File: config.mk
export PLATFORM = sky130hd
export DESIGN_NAME = mtm_alu_sequencer
export DESIGN_NICKNAME = d
export VERILOG_FILES = /design/src/rtl/mtm_alu_sequencer.sv
export SDC_FILE = /design/constraint.sdc
export NUM_CORES = 1
export LEC_CHECK = 0
export BUFFER_PORTS_ARGS = -buffer_cell sky130_fd_sc_hd__buf_2
export CAP_MARGIN = 30
export CORE_MARGIN = 3
export CORE_UTILIZATION = 54
export DETAILED_ROUTE_END_ITERATION = 8
export PLACE_DENSITY = 0.8
export SLEW_MARGIN = 20
export SYNTH_ARGS = -nofsm -noshare
export SYNTH_HDL_FRONTEND = slang
export SYNTH_SLANG_ARGS = --single-unit
export TNS_END_PERCENT = 50
File: constraint.sdc
create_clock -name clk -period 3.2 [get_ports clk]
set_input_delay 0.48 -clock clk [delete_from_list [all_inputs] [get_ports clk]]
set_output_delay 0.48 -clock clk [all_outputs]
set_load 0.01 [all_outputs]
File: src/rtl/mtm_alu_sequencer.sv
// -----------------------------------------------------------------------------
// mtm_alu_sequencer
//
// Sits between the ALU deserializer, the ALU core and the result serializer.
// Decoded operand packets go into a one-entry pending buffer. Each packet is
// then either launched on the ALU or turned into an error report. The block
// also spaces issues apart so the serializer is never handed a new valid while
// a frame train is still being shifted out.
//
// Ports
//   clk, rst                   clock, synchronous active-high reset
//   in_valid / in_ready        deserializer handshake (in_ready = !pend_valid)
//   in_A, in_B, in_op, in_err  packet payload and deserializer error flags
//   alu_A, alu_B, alu_op       registered operands to the ALU core
//   alu_start / alu_done       one-cycle launch pulse / result valid
//   alu_C, alu_flags           ALU result and {carry, overflow, zero, negative}
//   res_valid, res_C,          one-cycle result pulse and captured result
//   res_flags
//   err_valid, err_flags       one-cycle error pulse, {ERR_DATA, ERR_CRC, ERR_OP}
//   busy                       high whenever the FSM is not idle
// -----------------------------------------------------------------------------
module mtm_alu_sequencer #(
    parameter int unsigned TX_CYCLES     = 55,
    parameter int unsigned ERR_TX_CYCLES = 11,
    parameter int unsigned ALU_TIMEOUT   = 15
) (
    input  logic        clk,
    input  logic        rst,

    input  logic        in_valid,
    output logic        in_ready,
    input  logic [31:0] in_A,
    input  logic [31:0] in_B,
    input  logic [2:0]  in_op,
    input  logic [2:0]  in_err,

    output logic [31:0] alu_A,
    output logic [31:0] alu_B,
    output logic [2:0]  alu_op,
    output logic        alu_start,
    input  logic        alu_done,
    input  logic [31:0] alu_C,
    input  logic [3:0]  alu_flags,

    output logic        res_valid,
    output logic [31:0] res_C,
    output logic [3:0]  res_flags,

    output logic        err_valid,
    output logic [2:0]  err_flags,

    output logic        busy
);

    // Hold counter only ever holds (cycles - 1), so clog2 of the larger
    // train length is enough; same reasoning for the timeout counter.
    localparam int unsigned HoldMax = (TX_CYCLES > ERR_TX_CYCLES) ? TX_CYCLES : ERR_TX_CYCLES;
    localparam int unsigned HoldW   = (HoldMax > 1) ? $clog2(HoldMax) : 1;
    localparam int unsigned TmoW    = (ALU_TIMEOUT > 1) ? $clog2(ALU_TIMEOUT) : 1;

    localparam logic [HoldW-1:0] HoldResp = HoldW'(TX_CYCLES - 1);
    localparam logic [HoldW-1:0] HoldErr  = HoldW'(ERR_TX_CYCLES - 1);
    localparam logic [TmoW-1:0]  TmoLast  = TmoW'(ALU_TIMEOUT - 1);

    localparam logic [2:0] OpAnd = 3'b000;
    localparam logic [2:0] OpOr  = 3'b001;
    localparam logic [2:0] OpAdd = 3'b100;
    localparam logic [2:0] OpSub = 3'b101;

    // Error code used when the ALU never answers.
    localparam logic [2:0] ErrInternal = 3'b111;

    typedef enum logic [2:0] {
        StIdle,
        StExec,
        StResp,
        StErr,
        StHold
    } state_e;

    state_e            state_q;

    // Pending buffer
    logic              pend_valid_q;
    logic [31:0]       pend_a_q;
    logic [31:0]       pend_b_q;
    logic [2:0]        pend_op_q;
    logic [2:0]        pend_err_q;

    logic [HoldW-1:0]  hold_cnt_q;
    logic [TmoW-1:0]   tmo_cnt_q;

    // Error code staged on entry to StErr, published with the err_valid pulse.
    logic [2:0]        err_code_q;

    logic              accept;
    logic              op_illegal;
    logic              pend_bad;

    assign in_ready = !pend_valid_q;
    assign accept   = in_valid && !pend_valid_q;
    assign busy     = (state_q != StIdle);

    always_comb begin
        op_illegal = 1'b1;
        case (pend_op_q)
            OpAnd, OpOr, OpAdd, OpSub: op_illegal = 1'b0;
            default:                   op_illegal = 1'b1;
        endcase
    end

    assign pend_bad = (pend_err_q != 3'b000) || op_illegal;

    always_ff @(posedge clk) begin
        if (rst) begin
            state_q      <= StIdle;
            pend_valid_q <= 1'b0;
            pend_a_q     <= '0;
            pend_b_q     <= '0;
            pend_op_q    <= '0;
            pend_err_q   <= '0;
            hold_cnt_q   <= '0;
            tmo_cnt_q    <= '0;
            err_code_q   <= '0;
            alu_A        <= '0;
            alu_B        <= '0;
            alu_op       <= '0;
            alu_start    <= 1'b0;
            res_valid    <= 1'b0;
            res_C        <= '0;
            res_flags    <= '0;
            err_valid    <= 1'b0;
            err_flags    <= '0;
        end else begin
            // Pulses default low; each state raises its own for one cycle.
            alu_start <= 1'b0;
            res_valid <= 1'b0;
            err_valid <= 1'b0;

            // Accept and dequeue are exclusive: accept needs pend_valid=0,
            // dequeue needs pend_valid=1, so no same-cycle refill is possible.
            if (accept) begin
                pend_valid_q <= 1'b1;
                pend_a_q     <= in_A;
                pend_b_q     <= in_B;
                pend_op_q    <= in_op;
                pend_err_q   <= in_err;
            end

            unique case (state_q)
                StIdle: begin
                    if (pend_valid_q) begin
                        pend_valid_q <= 1'b0;
                        if (pend_bad) begin
                            err_code_q <= {pend_err_q[2:1], op_illegal};
                            state_q    <= StErr;
                        end else begin
                            alu_A     <= pend_a_q;
                            alu_B     <= pend_b_q;
                            alu_op    <= pend_op_q;
                            alu_start <= 1'b1;
                            tmo_cnt_q <= '0;
                            state_q   <= StExec;
                        end
                    end
                end

                StExec: begin
                    // alu_done is checked first so it wins a tie with the
                    // last timeout cycle.
                    if (alu_done) begin
                        res_C     <= alu_C;
                        res_flags <= alu_flags;
                        state_q   <= StResp;
                    end else if (tmo_cnt_q == TmoLast) begin
                        err_code_q <= ErrInternal;
                        state_q    <= StErr;
                    end else begin
                        tmo_cnt_q <= tmo_cnt_q + 1'b1;
                    end
                end

                StResp: begin
                    res_valid  <= 1'b1;
                    hold_cnt_q <= HoldResp;
                    state_q    <= StHold;
                end

                StErr: begin
                    err_valid  <= 1'b1;
                    err_flags  <= err_code_q;
                    hold_cnt_q <= HoldErr;
                    state_q    <= StHold;
                end

                StHold: begin
                    if (hold_cnt_q == '0) begin
                        state_q <= StIdle;
                    end else begin
                        hold_cnt_q <= hold_cnt_q - 1'b1;
                    end
                end

                default: state_q <= StIdle;
            endcase
        end
    end

endmodule

==> results of run 1 <==
==> logic make-up after synthesis <==
logic type,synth area share
DFF,0.563
buffers and inverters,0.0411
AOI/OAI and AO/OA,0.154
xor gates and xnor gates,0.00126
and+or+nand+nor,0.234
adders and majority gates,0.00718
==> synthesized netlist by cell type (all sizes together), types with 2 or more instances <==
master | count | area (sq um)
and3 | 2 | 12.5
and2 | 2 | 12.5
nor3 | 3 | 20.0
or3 | 5 | 31.3
ha | 4 | 50.1
o31ai | 2 | 15.0
clkbuf | 47 | 176
nand2b | 2 | 12.5
buf | 15 | 87.6
nand3 | 10 | 50.1
nand2 | 354 | 1330
o221a | 3 | 33.8
or2 | 2 | 12.5
o21ai | 5 | 25.0
nor2b | 2 | 12.5
nor4 | 3 | 18.8
a21oi | 182 | 915
nand4 | 2 | 12.5
o211ai | 3 | 22.5
dfxtp | 196 | 3920
nor2 | 11 | 41.3
nor3b | 3 | 22.5
inv | 6 | 22.5
==> report_power, final <==
| part | switching (mW) | total [mW] | internal (mW) |
|---|---|---|---|
| clock | 0.889 | 2.13 | 1.24 |
| combinational | 0.374 | 0.591 | 0.217 |
| sequential | 0.0709 | 2.63 | 2.56 |
| total | 1.33 | 5.35 | 4.02 |
==> tightest hold or removal path, delay by kind of cell <==
kind                   cells  cell delay (ns)
buffers and inverters      1             0.09
AO/OA/AOI/OAI              1             0.05
AND/OR/NAND/NOR            1             0.05
==> registers in the layout (all words and copies together) (netlist names), 3 cells and up <==
name        flops
err_code_q      3
pend_op_q       3
alu_B          32
res_flags       4
alu_op          3
alu_A          32
hold_cnt_q      6
tmo_cnt_q       4
pend_a_q       32
err_flags       3
pend_b_q       32
res_C          32
pend_err_q      3
state_q         3
==> stage by stage <==
stage                     setup slack (ns)  cell area (sq um)  power (mW)  cells  hold slack, ns
after floorplan                       1.52               6980        3.05    875           0.432
after global placement                1.20               8160        3.27   1211           0.437
after detailed placement              1.12               8160        3.28   1211           0.443
after CTS                             1.12               8760        5.40   1243           0.266
after global routing                 0.865               8760        5.59   1243           0.273
final                                 1.14               8760        5.35   1243           0.287
==> worst max path at each step <==
stage,startpoint,slack (ns),cells after the start,to
2_1_floorplan,alu_done,1.52,4,tmo_cnt_q[3]
6_report,pend_valid_q,1.14,5,alu_A[9]
3_3_place_gp,state_q[2],1.20,5,tmo_cnt_q[0]
5_1_grt,state_q[2],0.86,5,tmo_cnt_q[2]
3_5_place_dp,pend_valid_q,1.12,5,tmo_cnt_q[0]
4_1_cts,state_q[2],1.12,5,tmo_cnt_q[0]
==> layout make-up <==
| class | count | area [sq um] | share of cell area |
|---|---|---|---|
| clock buffer | 22 | 484 | 0.0553 |
| clock inverter | 10 | 120 | 0.0137 |
| inverter | 6 | 22.5 | 0.00257 |
| multi-input combinational | 611 | 2780 | 0.318 |
| sequential | 196 | 3920 | 0.448 |
| tap | 168 | 210 | 0.0240 |
| timing repair buffer | 230 | 1220 | 0.139 |
==> per-layer routing <==
layer / vias up / part of all wire / routed length (um)
met1: 2851 / 0.44 / 7380
met4: 2 / 0.018 / 312
met2: 204 / 0.46 / 7750
met5: - / 0.00065 / 11
li1: 3239 / - / -
met3: 25 / 0.086 / 1460
==> metrics, run 1 <==
Synth Flop Type dfxtp_1; LEAKAGE 3.71 nW; Die H 120 um; Antenna Nets Post-Route 0; Synth cell types 39; most frequent cells in the layout 352 x nand2_1, 219 x buf_2, 196 x dfxtp_1, 181 x a21oi_1, 17 x clkbuf_16; die area 14300 sq um; Post-CTS Setup Bufs 0; arrival time at the worst endpoint 2.35 ns; GRT overflow 0; CP Capture Type register; Highest Clock Rate 486 MHz; drt pass-1 iters 5; Critical Path RT 3.49 ns; DRC viols 0; nets@finish 1176; reg-to-reg slack, setup 1.14 ns; first-pass GRT wire length 27600 um; largest net degree at the start of global routing 97; crit path kind register to register; worst r2r dst alu_A[9]; WP buf/inv 1; IO buf count 220; drt wl/cell 13.6 um; Setup TNS Final 0 ns; status finished clean; Max-Cap Viols 0; initial antenna violation count 1; Fin. Hold Viols 0; PwrDens 611 nW/um^2; CP Launch Type register; worst-path fanout max 44; Antenna diodes 0; most crowded layer after global routing met2; global-route met2 utilization 0.374; deepest clock path buffer count 2; Clock Pin Slew Worst Setup and Hold Paths 0.07 ns; DIE WIDTH 120 um; met3 GRT Util 0.0853; Rel. slew slack 0.494; cell area after synthesis 6980 sq um; Worst R2R Start pend_valid_q; worst hold endpoint pend_b_q[15]; vias in the first global route 5716; fraction of layout cells with a size suffix above 1 0.255; Syn Nets 989; Syn-to-layout area delta 25.6%; Final min period 2.06 ns; CTS root buffer clkbuf_16; period utilization 0.643; unrepaired setup endpoints after global routing false; Post-synth EDFFs 0; hold_sp in_B[15]; cells along the critical path nor4b_2 > nand2_2 > buf_12 > nand2_1 > a21oi_1; total core area 12300 sq um; Syn Area/Cell 7.97 sq um; global placement routability congestion 0.816; Max Slew Vio Count 0; Peak VDD IR 0.352 mV; total global-route track usage 0.235; violation count after the first detailed-routing iteration 341; std cell rows 40; slowest stage cell, crit path nor4b_2; Initial Utilization 0.567; worst slew pin tran 0.760 ns; post-cts hold buffer count 0; Routed WL 16900 um; largest stage delay on the critical path 0.48 ns; Resized cells post-CTS 0; Num CTS Buffers 17; cell family with most CP delay simple AND/OR/NAND/NOR gates; CTS tree done; final setup fails 0; commonest non-fill, non-tap cell in the layout nand2_1; io pins 221; post-synthesis sequential area ratio 0.563; synthesized flop and latch total 196; met1 usage 0.291; depth of the worst register-to-register path 5; Clock Skews 0.0126 ns; HP Class primary input to register; Core Util, Final 0.712; Filler cells 1068; # H-tree levels 4; Vias 6321; Syn Inst Count 875; Clk Latency, worst-skew pair 0.42 ns; Vias/cell 5.09; warnings from Yosys 0; detailed placement HPWL 11400 um; ys async rst share 0; hold path cells 3; CTS sink cnt 196
Note: power is estimated with default switching activity, not from simulation.
==> run 2: changes to the inputs <==
CORE_UTILIZATION = 50   (was 54)
PLACE_DENSITY = 0.75   (was 0.8)
clock period = 1.9 ns   (was 3.2 ns; I/O delays follow)
==> metrics, run 2 (synthesis results as in run 1) <==
io pins 221; most frequent cells in the layout 352 x nand2_1, 219 x buf_2, 196 x dfxtp_1, 181 x a21oi_1, 17 x clkbuf_16; commonest non-fill, non-tap cell in the layout nand2_1; Critical Path RT 2.22 ns; CTS root buffer clkbuf_16; Fin. Hold Viols 0; # H-tree levels 4; Clock Pin Slew Worst Setup and Hold Paths 0.07 ns; period utilization 0.927; pre-CTS setup slack 0.129 ns; Peak VDD IR 0.698 mV; Final min period 1.76 ns; unrepaired setup endpoints after global routing false; Finished Layout Cells 1259; fraction of layout cells with a size suffix above 1 0.261; Antenna diodes 0; violation count after the first detailed-routing iteration 277; Vias 6378; slowest stage cell, crit path or4_1; nets@finish 1184; CP Launch Type register; Max Slew Vio Count 0; Core Util, Final 0.660; placed cells 1227; largest stage delay on the critical path 0.61 ns; setup ws final 0.138 ns; first-pass GRT wire length 26700 um; IO buf count 220; Rel. slew slack 0.643; PwrDens 1030 nW/um^2; arrival time at the worst endpoint 2.08 ns; die area 15400 sq um; largest net degree at the start of global routing 80; Routed WL 17300 um; Num CTS Buffers 17; DRC viols 0; cell family with most CP delay simple AND/OR/NAND/NOR gates; crit path kind register to register; Clk Latency, worst-skew pair 0.43 ns; LEAKAGE 3.77 nW; CTS tree done; CP Capture Type register; drt pass-1 iters 4; Post-CTS Setup Bufs 0; detailed placement HPWL 11500 um; Resized cells post-CTS 0; drt wl/cell 13.7 um; GRT overflow 0; Setup TNS Final 0 ns; initial antenna violation count 1; WP buf/inv 1; Initial Utilization 0.519; Syn-to-layout area delta 27.3%; total core area 13500 sq um; Max-Cap Viols 0; vias in the first global route 5832; status finished clean; total global-route track usage 0.219; cells along the critical path or4_1 > nor3_4 > buf_4 > nor2_1 > and2_1; post-cts hold buffer count 0; DIE WIDTH 124 um; Antenna Nets Post-Route 0; Vias/cell 5.07; Highest Clock Rate 568 MHz; worst-path fanout max 20; worst slew pin tran 0.535 ns; HP Class primary input to register; Die H 124 um; final setup fails 0; CTS sink cnt 196; deepest clock path buffer count 2; global placement routability congestion 0.833; Clock Skews 0.00954 ns; std cell rows 42; Filler cells 1203
run 2: cell type report:
| type | count | area, sq um | share of cell area |
|---|---|---|---|
| multi-input cells | 611 | 2780 | 0.313 |
| well taps | 176 | 220 | 0.0248 |
| repair buffers | 238 | 1310 | 0.147 |
| inverters | 6 | 22.5 | 0.00254 |
| clock inverters | 11 | 146 | 0.0165 |
| flip-flops and latches | 196 | 3920 | 0.442 |
| clock buffers | 21 | 480 | 0.0541 |
run 2: stage by stage:
stage | total power, mW | hold WS (ns) | area [sq um]
after CTS | 9.28 | 0.0726 | 8880
final | 9.17 | 0.0862 | 8880
after global routing | 9.58 | 0.0819 | 8880
after floorplan | 5.14 | 0.400 | 6980
after global placement | 5.55 | 0.437 | 8260
after detailed placement | 5.56 | 0.442 | 8260
run 2: path summary, 6_finish.rpt:
| check | from | to | slack [ns] | cells after the start |
|---|---|---|---|---|
| hold reg to reg | pend_b_q[20] | alu_B[20] | 0.45 | 2 |
| setup reg to reg | pend_op_q[1] | alu_op[1] | 0.14 | 5 |
| setup / recovery | pend_op_q[1] | alu_op[1] | 0.14 | 5 |
| hold / removal | in_A[1] | pend_a_q[1] | 0.09 | 3 |
run 2: worst min-delay path, cell delays in order:
cell and delay (ns):
buf_2 0.09, nand2_1 0.04, a21oi_1 0.05
run 2: per-layer routing:
| layer | global-route usage | up-vias | share of wire |
|---|---|---|---|
| li1 | - | 3247 | - |
| met1 | 0.245 | 2922 | 0.41 |
| met2 | 0.382 | 195 | 0.49 |
| met3 | 0.0867 | 12 | 0.099 |
| met4 | 0.0712 | 2 | 0.0092 |
| met5 | 0 | - | 0.00041 |
run 2: power breakdown:
part	internal, mW	total [mW]	switching, mW
clock	2.22	3.71	1.49
combinational	0.396	1.04	0.643
sequential	4.31	4.43	0.115
total	6.92	9.17	2.25
